<file path="src/rtl/alu_sequencer.sv">
// Multi-cycle issue/control block for a 32-bit ALU: decodes instruction words,
// drives registered operands, waits ALU_WAIT cycles, then writes back or resolves beq.
module alu_sequencer #(
  parameter int ALU_WAIT = 1,
  parameter int NREGS    = 8
) (
  input  logic        CLK,
  input  logic        RESET,
  input  logic [31:0] INSTR,
  input  logic        INSTR_VALID,
  output logic        INSTR_READY,
  output logic [31:0] ALU_DATA1,
  output logic [31:0] ALU_DATA2,
  output logic [2:0]  ALU_SELECT,
  input  logic [31:0] ALU_RESULT,
  input  logic        ALU_ZERO,
  output logic        DONE,
  output logic        ILLEGAL,
  output logic        BRANCH_TAKEN,
  output logic [7:0]  BRANCH_OFFSET,
  input  logic [2:0]  DBG_ADDR,
  output logic [31:0] DBG_DATA
);

  localparam int DATA_W = 32;

  typedef enum logic {IDLE, EXEC} state_t;

  state_t            state_q, state_d;
  logic [3:0]        cnt_q, cnt_d;
  logic              issue, retire;
  logic [DATA_W-1:0] rf [NREGS];

  logic [7:0]        op_p0;
  logic [2:0]        rd_p0, rs1_p0, rs2_p0;
  logic [2:0]        sel_p0;
  logic [DATA_W-1:0] d1_p0, d2_p0;
  logic              wr_p0, beq_p0, ill_p0;

  logic [2:0]        rd_p1;
  logic              wr_p1, beq_p1, ill_p1;
  logic signed [7:0] off_p1;

  logic              unused_instr_bits;

  assign unused_instr_bits = ^INSTR[15:11];
  assign DBG_DATA          = rf[DBG_ADDR];

  // ---- p0: decode straight off the instruction bus ----
  always_comb begin
    op_p0  = INSTR[31:24];
    rd_p0  = INSTR[18:16];
    rs1_p0 = INSTR[10:8];
    rs2_p0 = INSTR[2:0];
    sel_p0 = 3'b111;
    d1_p0  = '0;
    d2_p0  = '0;
    wr_p0  = 1'b0;
    beq_p0 = 1'b0;
    ill_p0 = 1'b0;
    case (op_p0)
      8'h00: begin
        sel_p0 = 3'b100;
        d2_p0  = {24'h0, INSTR[7:0]};
        wr_p0  = 1'b1;
      end
      8'h01: begin
        sel_p0 = 3'b100;
        d2_p0  = rf[rs2_p0];
        wr_p0  = 1'b1;
      end
      8'h02, 8'h03, 8'h04, 8'h05: begin
        d1_p0 = rf[rs1_p0];
        d2_p0 = rf[rs2_p0];
        wr_p0 = 1'b1;
        case (op_p0[2:0])
          3'd2:    sel_p0 = 3'b000;
          3'd3:    sel_p0 = 3'b001;
          3'd4:    sel_p0 = 3'b010;
          default: sel_p0 = 3'b011;
        endcase
      end
      8'h07: begin
        // beq compares via subtraction and reads the ALU zero flag
        sel_p0 = 3'b001;
        d1_p0  = rf[rs1_p0];
        d2_p0  = rf[rs2_p0];
        beq_p0 = 1'b1;
      end
      default: ill_p0 = 1'b1;
    endcase
  end

  always_comb begin
    state_d     = state_q;
    cnt_d       = cnt_q;
    INSTR_READY = 1'b0;
    issue       = 1'b0;
    retire      = 1'b0;
    case (state_q)
      IDLE: begin
        INSTR_READY = !RESET;
        if (INSTR_VALID && !RESET) begin
          issue   = 1'b1;
          cnt_d   = 4'(ALU_WAIT);
          state_d = EXEC;
        end
      end
      EXEC: begin
        if (cnt_q == 4'd1) begin
          retire  = 1'b1;
          state_d = IDLE;
        end else begin
          cnt_d = cnt_q - 4'd1;
        end
      end
      default: state_d = IDLE;
    endcase
  end

  // ---- p1: operands registered at handshake, retire after the wait ----
  always_ff @(posedge CLK) begin
    if (RESET) begin
      state_q       <= IDLE;
      cnt_q         <= '0;
      ALU_DATA1     <= '0;
      ALU_DATA2     <= '0;
      ALU_SELECT    <= 3'b000;
      DONE          <= 1'b0;
      ILLEGAL       <= 1'b0;
      BRANCH_TAKEN  <= 1'b0;
      BRANCH_OFFSET <= '0;
      rd_p1         <= '0;
      wr_p1         <= 1'b0;
      beq_p1        <= 1'b0;
      ill_p1        <= 1'b0;
      off_p1        <= '0;
      for (int i = 0; i < NREGS; i++) rf[i] <= '0;
    end else begin
      state_q      <= state_d;
      cnt_q        <= cnt_d;
      DONE         <= retire;
      ILLEGAL      <= retire && ill_p1;
      BRANCH_TAKEN <= retire && beq_p1 && ALU_ZERO;
      if (issue) begin
        ALU_DATA1  <= d1_p0;
        ALU_DATA2  <= d2_p0;
        ALU_SELECT <= sel_p0;
        rd_p1      <= rd_p0;
        wr_p1      <= wr_p0;
        beq_p1     <= beq_p0;
        ill_p1     <= ill_p0;
        off_p1     <= INSTR[23:16];
      end
      if (retire && beq_p1) BRANCH_OFFSET <= off_p1;
      if (retire && wr_p1) rf[rd_p1] <= ALU_RESULT;
    end
  end

endmodule
</file>
<file path="config.mk">
export PLATFORM = sky130hd
export DESIGN_NAME = alu_sequencer
export DESIGN_NICKNAME = d
export VERILOG_FILES = /design/src/rtl/alu_sequencer.sv
export SDC_FILE = /design/constraint.sdc
export NUM_CORES = 1
export LEC_CHECK = 0
export CAP_MARGIN = 0
export CORE_MARGIN = 2
export CORE_UTILIZATION = 50
export DETAILED_ROUTE_END_ITERATION = 8
export MAX_ROUTING_LAYER = met4
export PLACE_DENSITY = 0.69
export SLEW_MARGIN = 20
export SYNTH_ARGS = -nofsm -noshare
export SYNTH_HDL_FRONTEND = slang
export SYNTH_SLANG_ARGS = --single-unit
</file>
<file path="constraint.sdc">
create_clock -name CLK -period 2.8 [get_ports CLK]
set_input_delay 0.56 -clock CLK [delete_from_list [all_inputs] [get_ports CLK]]
set_output_delay 0.56 -clock CLK [all_outputs]
set_load 0.05 [all_outputs]
</file>
==> out/metrics.csv, run 1 <==
stage,metric,value,unit
run_status,status,"complete, no violations",
floorplan,DIE AREA,0.0381,mm2
timing,period utilisation layout,0.936,
clock_tree,H-Tree Level Count,2,
logic_synthesis,Synth area leader,edfxtp_1,
routing,DRT iter0 DRCs,1081,
routing,Avg Vias per Cell,6.24,
logic_synthesis,Synth Net Count,1301,
floorplan,IO Pins,182,
routing,DR pass1 iterations,5,
worst_setup_path,CP Capture Type,primary output,
layout,layout cells sized above 1,0.307,
global_routing,vias in the first global route,12500,
timing,Post-Route Skew,0.0159,ns
global_routing,GRT Max-Usage Layer,met2,
timing,Fin Hold WS,0.445,ns
routing,routed wire length,50800,um
floorplan,core area,0.0363,mm2
logic_synthesis,Yosys reg bits,350,
logic_synthesis,commonest cells in the synthesized netlist,"and2_1, edfxtp_1, mux4_2",
layout,area grow syn2layout,21.6,%
logic_synthesis,Post-Syn Area,0.0183,mm2
layout,post-route cell area,0.0223,mm2
global_routing,GR Util met1,0.352,
timing,clock period minus worst slack,2.62,ns
timing,RSZ-0062 raised after global routing,no,
routing,"antenna viol nets, final",0,
placed_design,Placer Congestion,0.829,
routing,via count,11900,
logic_synthesis,Post-synth EDFFs,256,
routing,drt drc,0,
global_routing,pin count of the biggest net entering global routing,50,
global_routing,M3 GR Usage,0.0427,
logic_synthesis,share of flip-flops with an asynchronous set or reset,0,
clock_tree,Num CTS Buffers,40,
worst_setup_path,data required time at the worst endpoint,2.24,ns
timing,Final Hold Viols,0,
worst_hold_path,Hold/Removal Path Class,flop to flop,
clock_tree,clock sinks,350,
worst_setup_path,CP Data Arrival Time,2.06,ns
global_routing,global-route wire length before repair,76700,um
logic_synthesis,Synth top area share,0.420,
timing,fin. max-slew vios,0,
logic_synthesis,main area contributors after synthesis,"edfxtp_1, mux4_2, dfxtp_1",
clock_tree,clk_lat worst skew,0.54,ns
timing,Final Setup Violations,0,
power_and_ir_drop,Leak Pwr,8.07,nW
global_routing,initial antenna violation count,4,
clock_tree,clock slew at reported path FFs,0.05,ns
power_and_ir_drop,Max IR drop VDD,474,uV
logic_synthesis,YS warnings,0,
flow_run,max-cap viol count,0,
global_routing,grt ovf,0,
global_routing,total track usage,0.280,
clock_tree,Clock Path Buffers,3,
logic_synthesis,sequential share of the synthesized area,0.523,
worst_setup_path,critical path class,input port to primary output,
floorplan,Die X,195,um
clock_tree,postcts setup bufs,0,
floorplan,Rows,70,
layout,post-layout util,0.612,
logic_synthesis,"count leader, synth",and2_1,
layout,Final #Nets,1481,
clock_tree,post-CTS sizing,0,
timing,Worst Max-Slew Pin Slew,0.676,ns
clock_tree,hold buffers post-CTS,0,
placed_design,IO buf count,176,
floorplan,DIE HEIGHT,195,um
logic_synthesis,Mean Syn Cell Area,14.9,um2
timing,Max Freq,382,MHz
clock_tree,clk root buf,clkbuf_16,
power_and_ir_drop,power density cells,565,mW/mm2
layout,# fillers,2733,
floorplan,Initial Util,0.503,
worst_setup_path,crit path max fanout,20,
clock_tree,TritonCTS clock tree,built,
placed_design,detailed placement HPWL,31400,um
logic_synthesis,Syn Inst Count,1228,
routing,WL/cell,26.6,um
worst_setup_path,Setup crit start kind,input port,
global_routing,met2 Use GR,0.464,
placed_design,placed cell area,0.0210,mm2
timing,Rel. slew slack,0.546,
timing,setup_tns,0,ns
logic_synthesis,dominant synthesized flop cell,edfxtp_1,
logic_synthesis,Cell variety after synth,45,
-- final cells by class --
class	instances	area, um2	area share
inverters	4	15.0	0.000675
repair buffers	238	2460	0.111
clock inverters	18	166	0.00748
clock buffers	54	1130	0.0507
diodes	4	10.0	0.000450
well taps	468	586	0.0263
multi-input cells	774	8320	0.374
flip-flops and latches	350	9570	0.430
-- layout by cell type, fill, tap and decap left out, types with 2 or more instances in the layout --
master,count
and2_1,257
edfxtp_1,256
mux4_2,191
clkdlybuf4s50_1,134
dfxtp_1,94
buf_4,72
mux2_2,64
nand2_1,53
clkbuf_16,43
mux2i_1,33
a22o_1,32
o21ai_1,30
buf_12,28
a21oi_1,23
nor2_1,13
clkbuf_1,10
or2_2,9
nand3_1,9
a22oi_1,8
clkinv_2,8
nor2_2,6
nor3_1,6
clkinv_1,5
diode_2,4
inv_1,4
nand2b_1,4
or3_1,4
buf_2,4
o21ai_0,3
bufinv_16,3
nor3_2,2
nor2b_1,2
a31oi_1,2
a211oi_1,2
ha_1,2
-- final timing paths --
path                                 endpoint  cells after the start  slack [ns]           from
worst min register to register  ALU_DATA2[23]                      2        0.44  ALU_DATA2[23]
worst min-delay path            ALU_DATA2[23]                      2        0.44  ALU_DATA2[23]
worst max register to register      rf[4][27]                      7        0.41       cnt_q[1]
worst max-delay path             DBG_DATA[31]                      5        0.18    DBG_ADDR[0]
-- registers in the layout (all words and copies together), names as in the netlist, 2 cells and up --
register       count
ALU_DATA1         32
ALU_DATA2         32
ALU_SELECT         3
BRANCH_OFFSET      8
cnt_q              4
off_p1             6
rd_p1              2
rf               256
-- logic make-up (layout without fill, tap and decap cells) --
group                    after synthesis  in the layout  synth area share
AND/OR/NAND/NOR                      380            380             0.121
flip-flops                           350            350             0.523
multiplexers                         288            288             0.293
buffers and inverters                104            314            0.0245
AO/OA/AOI/OAI                        103            103            0.0369
adder cells (fa/ha/maj)                3              3           0.00191
other                                  0              4                 0
-- per-stage QoR --
step           setup WS (ns)  power [W]  cells
6_report               0.180     0.0126   1910
2_1_floorplan         0.0774    0.00689   1228
4_1_cts                0.165     0.0127   1906
3_3_place_gp          0.0451    0.00748   1834
5_1_grt                0.144     0.0129   1910
3_5_place_dp          0.0334    0.00750   1834
-- per-layer routing --
layer | routed length, um | part of all wire
met5 | 0 | 0
met4 | 1450 | 0.029
met3 | 3370 | 0.066
met2 | 25800 | 0.51
met1 | 20200 | 0.40
-- power breakdown --
part | total, W | switching [W] | internal, W | leakage (nW)
clock network | 0.00519 | 0.00208 | 0.00310 | 0.639
registers | 0.00581 | 0.000114 | 0.00570 | 3.40
logic | 0.00158 | 0.000842 | 0.000739 | 4.03
-- worst max-delay path, stage by stage --
cell and delay, ns:
buf_4 0.19, buf_12 0.24, mux4_2 0.52, mux2_2 0.33
buf_4 0.20
(Power assumes the default switching activity.)
==> inputs of run 2 (changes only) <==
--- a/config.mk
+++ b/config.mk
@@ -9,6 +9,7 @@
 export CORE_MARGIN = 2
 export CORE_UTILIZATION = 50
 export DETAILED_ROUTE_END_ITERATION = 8
+export GPL_TIMING_DRIVEN = 0
 export MAX_ROUTING_LAYER = met4
 export PLACE_DENSITY = 0.69
 export SLEW_MARGIN = 20
==> out/metrics.csv, run 2 (synthesis results as in run 1) <==
stage,metric,value,unit,change
timing,Rel. slew slack,0.216,,was 0.546
timing,Setup WS post-layout,0.0298,ns,was 0.180 ns
clock_tree,Clock Path Buffers,3,,unchanged
power_and_ir_drop,Leak Pwr,7.82,nW,was 8.07 nW
clock_tree,clock sinks,350,,unchanged
clock_tree,H-Tree Level Count,2,,unchanged
global_routing,initial antenna violation count,0,,was 4
timing,period utilisation layout,0.989,,was 0.936
routing,DR pass1 iterations,5,,unchanged
global_routing,pin count of the biggest net entering global routing,33,,was 50
timing,Max Freq,361,MHz,was 382 MHz
routing,via count,12300,,was 11900
worst_setup_path,Setup crit start kind,input port,,unchanged
layout,largest register by flop count,rf,,unchanged
worst_setup_path,Critical Path Stages,5,,unchanged
clock_tree,clk root buf,clkbuf_16,,unchanged
worst_setup_path,Setup crit end,DBG_DATA[30],,was DBG_DATA[31]
layout,area grow syn2layout,20.1,%,was 21.6%
power_and_ir_drop,Net Sw Frac,0.248,,was 0.242
power_and_ir_drop,clock power share,0.404,,was 0.412
power_and_ir_drop,total power,0.0124,W,was 0.0126 W
worst_setup_path,Crit path largest cell delay,0.52,ns,about the same
run_status,status,"complete, no violations",,unchanged
routing,DRT iter0 DRCs,1130,,was 1081
layout,post-route cell area,0.0220,mm2,was 0.0223 mm2
worst_setup_path,data required time at the worst endpoint,2.24,ns,about the same
placed_design,IO buf count,167,,was 176
worst_setup_path,r2r endpoint,rf[1][13],,was rf[4][27]
floorplan,DIE AREA,0.0381,mm2,unchanged
worst_setup_path,CP cell instances,clkbuf_8 > buf_8 > mux4_2 > mux2_2 > clkdlybuf4s15_2,,was buf_4 > buf_12 > mux4_2 > mux2_2 > buf_4
placed_design,detailed placement HPWL,35100,um,was 31400 um
power_and_ir_drop,Comb pwr share,0.127,,was 0.126
routing,Avg Vias per Cell,6.33,,was 6.24
power_and_ir_drop,Seq pwr share,0.469,,was 0.462
global_routing,global-route wire length before repair,81000,um,was 76700 um
routing,WL/cell,28.7,um,was 26.6 um
floorplan,IO Pins,182,,unchanged
power_and_ir_drop,Cell Int Power,0.00932,W,was 0.00954 W
placed_design,DP Worst Slack,-1.16,ns,was 0.0334 ns
floorplan,Rows,70,,unchanged
global_routing,grt ovf,0,,unchanged
routing,"antenna viol nets, final",0,,unchanged
worst_setup_path,R2R cell count,6,,was 7
worst_setup_path,critical path class,input port to primary output,,unchanged
timing,Final Setup Violations,0,,unchanged
worst_setup_path,Reg2Reg Launch Point,cnt_q[1],,unchanged
worst_hold_path,Hold/Removal Path Class,flop to flop,,unchanged
layout,Largest register FFs,256,,unchanged
worst_setup_path,crit path max fanout,10,,was 20
placed_design,Inst Count DP,1863,,was 1834
power_and_ir_drop,power density cells,564,mW/mm2,was 565 mW/mm2
worst_setup_path,Worst Setup SP,DBG_ADDR[0],,unchanged
power_and_ir_drop,switching power,0.00308,W,was 0.00304 W
floorplan,Die X,195,um,unchanged
placed_design,placed cell area,0.0206,mm2,was 0.0210 mm2
flow_run,max-cap viol count,0,,unchanged
worst_setup_path,CP Buf/Inv Count,3,,unchanged
routing,drt drc,0,,unchanged
worst_setup_path,crit-path leading delay family,multiplexers,,unchanged
layout,Regs by FF count,"rf: 256 flops, ALU_DATA1: 32 flops, ALU_DATA2: 32 flops",,unchanged
floorplan,core area,0.0363,mm2,unchanged
worst_setup_path,r2r setup slk,0.17,ns,was 0.41 ns
timing,Post-Route Skew,0.0102,ns,was 0.0159 ns
worst_setup_path,CP Capture Type,primary output,,unchanged
global_routing,total track usage,0.304,,was 0.280
clock_tree,Num CTS Buffers,38,,was 40
clock_tree,TritonCTS clock tree,built,,unchanged
timing,Final Hold Viols,0,,unchanged
timing,RSZ-0062 raised after global routing,yes,,was no
layout,"commonest non-fill, non-tap cell in the layout",and2_1,,unchanged
clock_tree,clk_lat worst skew,0.54,ns,about the same
timing,fin. max-slew vios,0,,unchanged
timing,Worst Max-Slew Pin Slew,1.17,ns,was 0.676 ns
global_routing,vias in the first global route,12400,,was 12500
timing,clock period minus worst slack,2.77,ns,was 2.62 ns
layout,layout cells sized above 1,0.274,,was 0.307
layout,most frequent cells in the layout,"and2_1, edfxtp_1, mux4_2, clkdlybuf4s50_1, dfxtp_1",,unchanged
placed_design,Placer Congestion,0.846,,was 0.829
layout,Final #Nets,1509,,was 1481
floorplan,Initial Util,0.503,,unchanged
timing,Fin Hold WS,0.447,ns,was 0.445 ns
clock_tree,clock slew at reported path FFs,0.06,ns,was 0.05 ns
routing,routed wire length,55500,um,was 50800 um
layout,final antenna diode count,0,,was 4
worst_setup_path,CP Data Arrival Time,2.21,ns,was 2.06 ns
worst_setup_path,critical path's slowest cell,mux4_2,,unchanged
power_and_ir_drop,Max IR drop VDD,336,uV,was 474 uV
floorplan,DIE HEIGHT,195,um,unchanged
layout,Post-Layout Cell Count,1934,,was 1910
==> run 2: metrics by stage <==
| stage | setup TNS (ns) | utilization |
|---|---|---|
| global placement | -211.02 | 0.565 |
| global route | -0.0107 | 0.604 |
| floorplan | 0 | - |
| detailed placement | -163.68 | 0.566 |
| finish | 0 | 0.604 |
| CTS | 0 | 0.604 |
==> run 2: tightest hold or removal path, delay by kind of cell (launching register included) <==
family / cells / cell delay (ns)
DFF: 1 / 0.31
AOI/OAI and AO/OA: 1 / 0.05
and+or+nand+nor: 1 / 0.05
==> run 2: worst min-delay path by stage <==
stage,from,to,slack [ns],cells past startpoint
2_1_floorplan,ill_p1,ILLEGAL,0.43,1
5_1_grt,ALU_DATA2[17],ALU_DATA2[17],0.46,2
3_3_place_gp,ALU_DATA2[23],ALU_DATA2[23],0.44,2
3_5_place_dp,ALU_DATA2[23],ALU_DATA2[23],0.44,2
4_1_cts,ALU_DATA2[27],ALU_DATA2[27],0.45,2
6_report,ALU_DATA2[23],ALU_DATA2[23],0.45,2
==> run 2: repair_timing <==
item                                    CTS  global route
hold buffers                              0             0
endpoints found under the setup margin  129           150
pin swaps                                 0             1
resized for setup                       134            16
setup buffers                             0             0
cloned                                    0             1
==> run 2: power groups by stage <==
stage	sequential (W)	combinational (W)	clock (W)
2_1_floorplan	0.00590	0.000994	0
3_3_place_gp	0.00591	0.00155	0
3_5_place_dp	0.00592	0.00156	0
4_1_cts	0.00581	0.00157	0.00503
5_1_grt	0.00583	0.00164	0.00522
6_report	0.00582	0.00157	0.00500
==> run 2: layout make-up <==
cell class              count  area [um2]
inverters                   4        15.0
clock inverters            13        86.3
plain buffers             100         542
fillers                  2763       14400
flip-flops and latches    350        9570
multi-input cells         775        8320
clock buffers              57        1150
well taps                 468         586
repair buffers            167        1690
==> run 2: layer usage <==
metal  track usage  wire, um
met1         0.390     21600
met2         0.490     27200
met3        0.0558      4720
met4         0.107      1920
met5             -         0
==> inputs of run 3 (changes only) <==
--- a/config.mk
+++ b/config.mk
@@ -11,7 +11,7 @@
 export DETAILED_ROUTE_END_ITERATION = 8
 export GPL_TIMING_DRIVEN = 0
 export MAX_ROUTING_LAYER = met4
-export PLACE_DENSITY = 0.69
+export PLACE_DENSITY = 0.72
 export SLEW_MARGIN = 20
 export SYNTH_ARGS = -nofsm -noshare
 export SYNTH_HDL_FRONTEND = slang
==> constraint.sdc (replaced) <==
create_clock -name CLK -period 2.3 [get_ports CLK]
set_input_delay 0.46 -clock CLK [delete_from_list [all_inputs] [get_ports CLK]]
set_output_delay 0.46 -clock CLK [all_outputs]
set_load 0.05 [all_outputs]
==> out/metrics.csv, run 3 (synthesis results as in run 1) <==
stage,metric,value,unit,change
routing,drt drc,0,,unchanged
power_and_ir_drop,switching power,0.00385,W,was 0.00308 W
layout,Regs by FF count,"rf: 256 flops, ALU_DATA1: 32 flops, ALU_DATA2: 32 flops",,unchanged
floorplan,DIE HEIGHT,195,um,unchanged
routing,WL/cell,28.3,um,was 28.7 um
layout,Largest register FFs,256,,unchanged
routing,DR pass1 iterations,5,,unchanged
layout,most frequent cells in the layout,"and2_1, edfxtp_1, mux4_2, clkdlybuf4s50_1, dfxtp_1",,unchanged
worst_setup_path,Setup crit start kind,flop,,was input port
routing,DRT iter0 DRCs,1342,,was 1130
placed_design,IO buf count,167,,unchanged
clock_tree,clock sinks,350,,unchanged
timing,clock period minus worst slack,2.39,ns,
clock_tree,Num CTS Buffers,38,,unchanged
flow_run,max-cap viol count,0,,unchanged
power_and_ir_drop,power density cells,668,mW/mm2,was 564 mW/mm2
placed_design,DP Worst Slack,-1.30,ns,was -1.16 ns
power_and_ir_drop,Comb pwr share,0.141,,was 0.127
worst_setup_path,CP cell instances,mux4_2 > mux2_4 > buf_6,,was clkbuf_8 > buf_8 > mux4_2 > mux2_2 > clkdlybuf4s15_2
timing,setup_tns,-1.68,ns,was 0 ns
layout,Final #Nets,1604,,was 1509
clock_tree,H-Tree Level Count,2,,unchanged
timing,Final Setup Violations,32,,was 0
timing,Rel. slew slack,0.243,,was 0.216
layout,area grow syn2layout,26.5,%,was 20.1%
run_status,status,"complete, but fails checks",,"was complete, no violations"
floorplan,Initial Util,0.503,,unchanged
clock_tree,clk_lat worst skew,0.54,ns,about the same
worst_setup_path,critical path class,flop to primary output,,was input port to primary output
global_routing,pin count of the biggest net entering global routing,17,,was 33
worst_setup_path,crit path max fanout,3,,was 10
layout,largest register by flop count,rf,,unchanged
timing,Max Freq,418,MHz,
power_and_ir_drop,Net Sw Frac,0.249,,was 0.248
global_routing,global-route wire length before repair,82000,um,was 81000 um
power_and_ir_drop,Seq pwr share,0.458,,was 0.469
worst_setup_path,crit-path leading delay family,multiplexers,,unchanged
global_routing,vias in the first global route,12800,,was 12400
timing,Setup WS post-layout,-0.0906,ns,was 0.0298 ns
routing,via count,12800,,was 12300
layout,layout cells sized above 1,0.340,,was 0.274
timing,Post-Route Skew,0.0144,ns,was 0.0102 ns
worst_setup_path,Crit path largest cell delay,0.49,ns,was 0.52 ns
clock_tree,hold buffers post-CTS,0,,unchanged
clock_tree,Clock Path Buffers,3,,unchanged
power_and_ir_drop,Max IR drop VDD,497,uV,was 336 uV
worst_setup_path,critical path's slowest cell,mux4_2,,unchanged
run_status,failing checks,setup timing,,
worst_hold_path,Hold/Removal Path Class,flop to flop,,unchanged
floorplan,IO Pins,182,,unchanged
floorplan,DIE AREA,0.0381,mm2,unchanged
placed_design,Placer Congestion,0.857,,was 0.846
routing,Avg Vias per Cell,6.32,,was 6.33
clock_tree,TritonCTS clock tree,built,,unchanged
worst_setup_path,CP Capture Type,primary output,,unchanged
global_routing,initial antenna violation count,1,,was 0
timing,Worst Max-Slew Pin Slew,1.14,ns,was 1.17 ns
floorplan,core area,0.0363,mm2,unchanged
timing,fin. max-slew vios,0,,unchanged
floorplan,Rows,70,,unchanged
routing,routed wire length,57400,um,was 55500 um
global_routing,total track usage,0.308,,was 0.304
worst_setup_path,data required time at the worst endpoint,1.84,ns,was 2.24 ns
floorplan,Die X,195,um,unchanged
worst_setup_path,CP Data Arrival Time,1.93,ns,was 2.21 ns
worst_setup_path,CP Buf/Inv Count,1,,was 3
routing,"antenna viol nets, final",0,,unchanged
layout,"commonest non-fill, non-tap cell in the layout",and2_1,,unchanged
power_and_ir_drop,Leak Pwr,8.62,nW,was 7.82 nW
timing,period utilisation layout,1.04,,
timing,Final Hold Viols,0,,unchanged
clock_tree,clock slew at reported path FFs,0.06,ns,about the same
clock_tree,clk root buf,clkbuf_16,,unchanged
power_and_ir_drop,Cell Int Power,0.0116,W,was 0.00932 W
global_routing,grt ovf,0,,unchanged
power_and_ir_drop,clock power share,0.401,,was 0.404
timing,RSZ-0062 raised after global routing,yes,,unchanged
placed_design,detailed placement HPWL,35000,um,was 35100 um
run 3: what timing repair did:
| item | 4_1_cts | 5_1_grt |
|---|---|---|
| setup endpoints to repair | 546 | 474 |
| pin swaps | 5 | 3 |
| cloned | 8 | 1 |
| buffers inserted | 39 | 49 |
| gates resized for setup | 342 | 27 |
run 3: path summary, 6_finish.rpt:
kind	end	startpoint	depth (start not counted)	slack [ns]
worst min register to register	ALU_DATA2[24]	ALU_DATA2[24]	2	0.45
worst max register to register	rf[2][23]	cnt_q[1]	6	0.05
worst min-delay path	ALU_DATA2[24]	ALU_DATA2[24]	2	0.45
worst max-delay path	DBG_DATA[31]	rf[0][31]	3	-0.09
run 3: routing by layer:
metal,up-vias,GRT usage,share of wire
met1,6406,0.390,0.37
li1,5395,-,-
met2,866,0.472,0.48
met4,0,0.147,0.044
met3,163,0.0727,0.10
met5,-,-,0
run 3: tightest hold or removal path, cell delays in order (launching register included):
cell     delay, ns
dfxtp_1       0.31
nand2_1       0.05
o21ai_1       0.05
run 3: through the flow:
| stage | hold slack [ns] | util | total power, W | cell area [um2] | instances |
|---|---|---|---|---|---|
| after detailed placement | 0.442 | 0.566 | 0.00911 | 20600 | 1863 |
| after global routing | 0.460 | 0.637 | 0.0158 | 23100 | 2030 |
| after CTS | 0.451 | 0.620 | 0.0153 | 22500 | 1980 |
| after global placement | 0.438 | 0.566 | 0.00908 | 20600 | 1863 |
| final | 0.445 | 0.637 | 0.0155 | 23100 | 2030 |
| after floorplan | 0.431 | - | 0.00839 | 18300 | 1228 |
run 3: layout make-up:
| cell class | instances | area, um2 |
|---|---|---|
| repair buffers | 256 | 2530 |
| inverters | 4 | 15.0 |
| fillers | 2581 | 13200 |
| diodes | 1 | 2.50 |
| flip-flops and latches | 350 | 9570 |
| plain buffers | 99 | 648 |
| multi-input cells | 782 | 8550 |
| clock inverters | 10 | 105 |
| clock buffers | 60 | 1150 |
| well taps | 468 | 586 |
run 3: power by group through the flow:
stage / clock (W) / combinational, W / sequential, W
after floorplan: 0 / 0.00121 / 0.00718
after global placement: 0 / 0.00189 / 0.00719
after detailed placement: 0 / 0.00191 / 0.00721
after CTS: 0.00621 / 0.00206 / 0.00706
after global routing: 0.00645 / 0.00226 / 0.00709
final: 0.00620 / 0.00218 / 0.00707
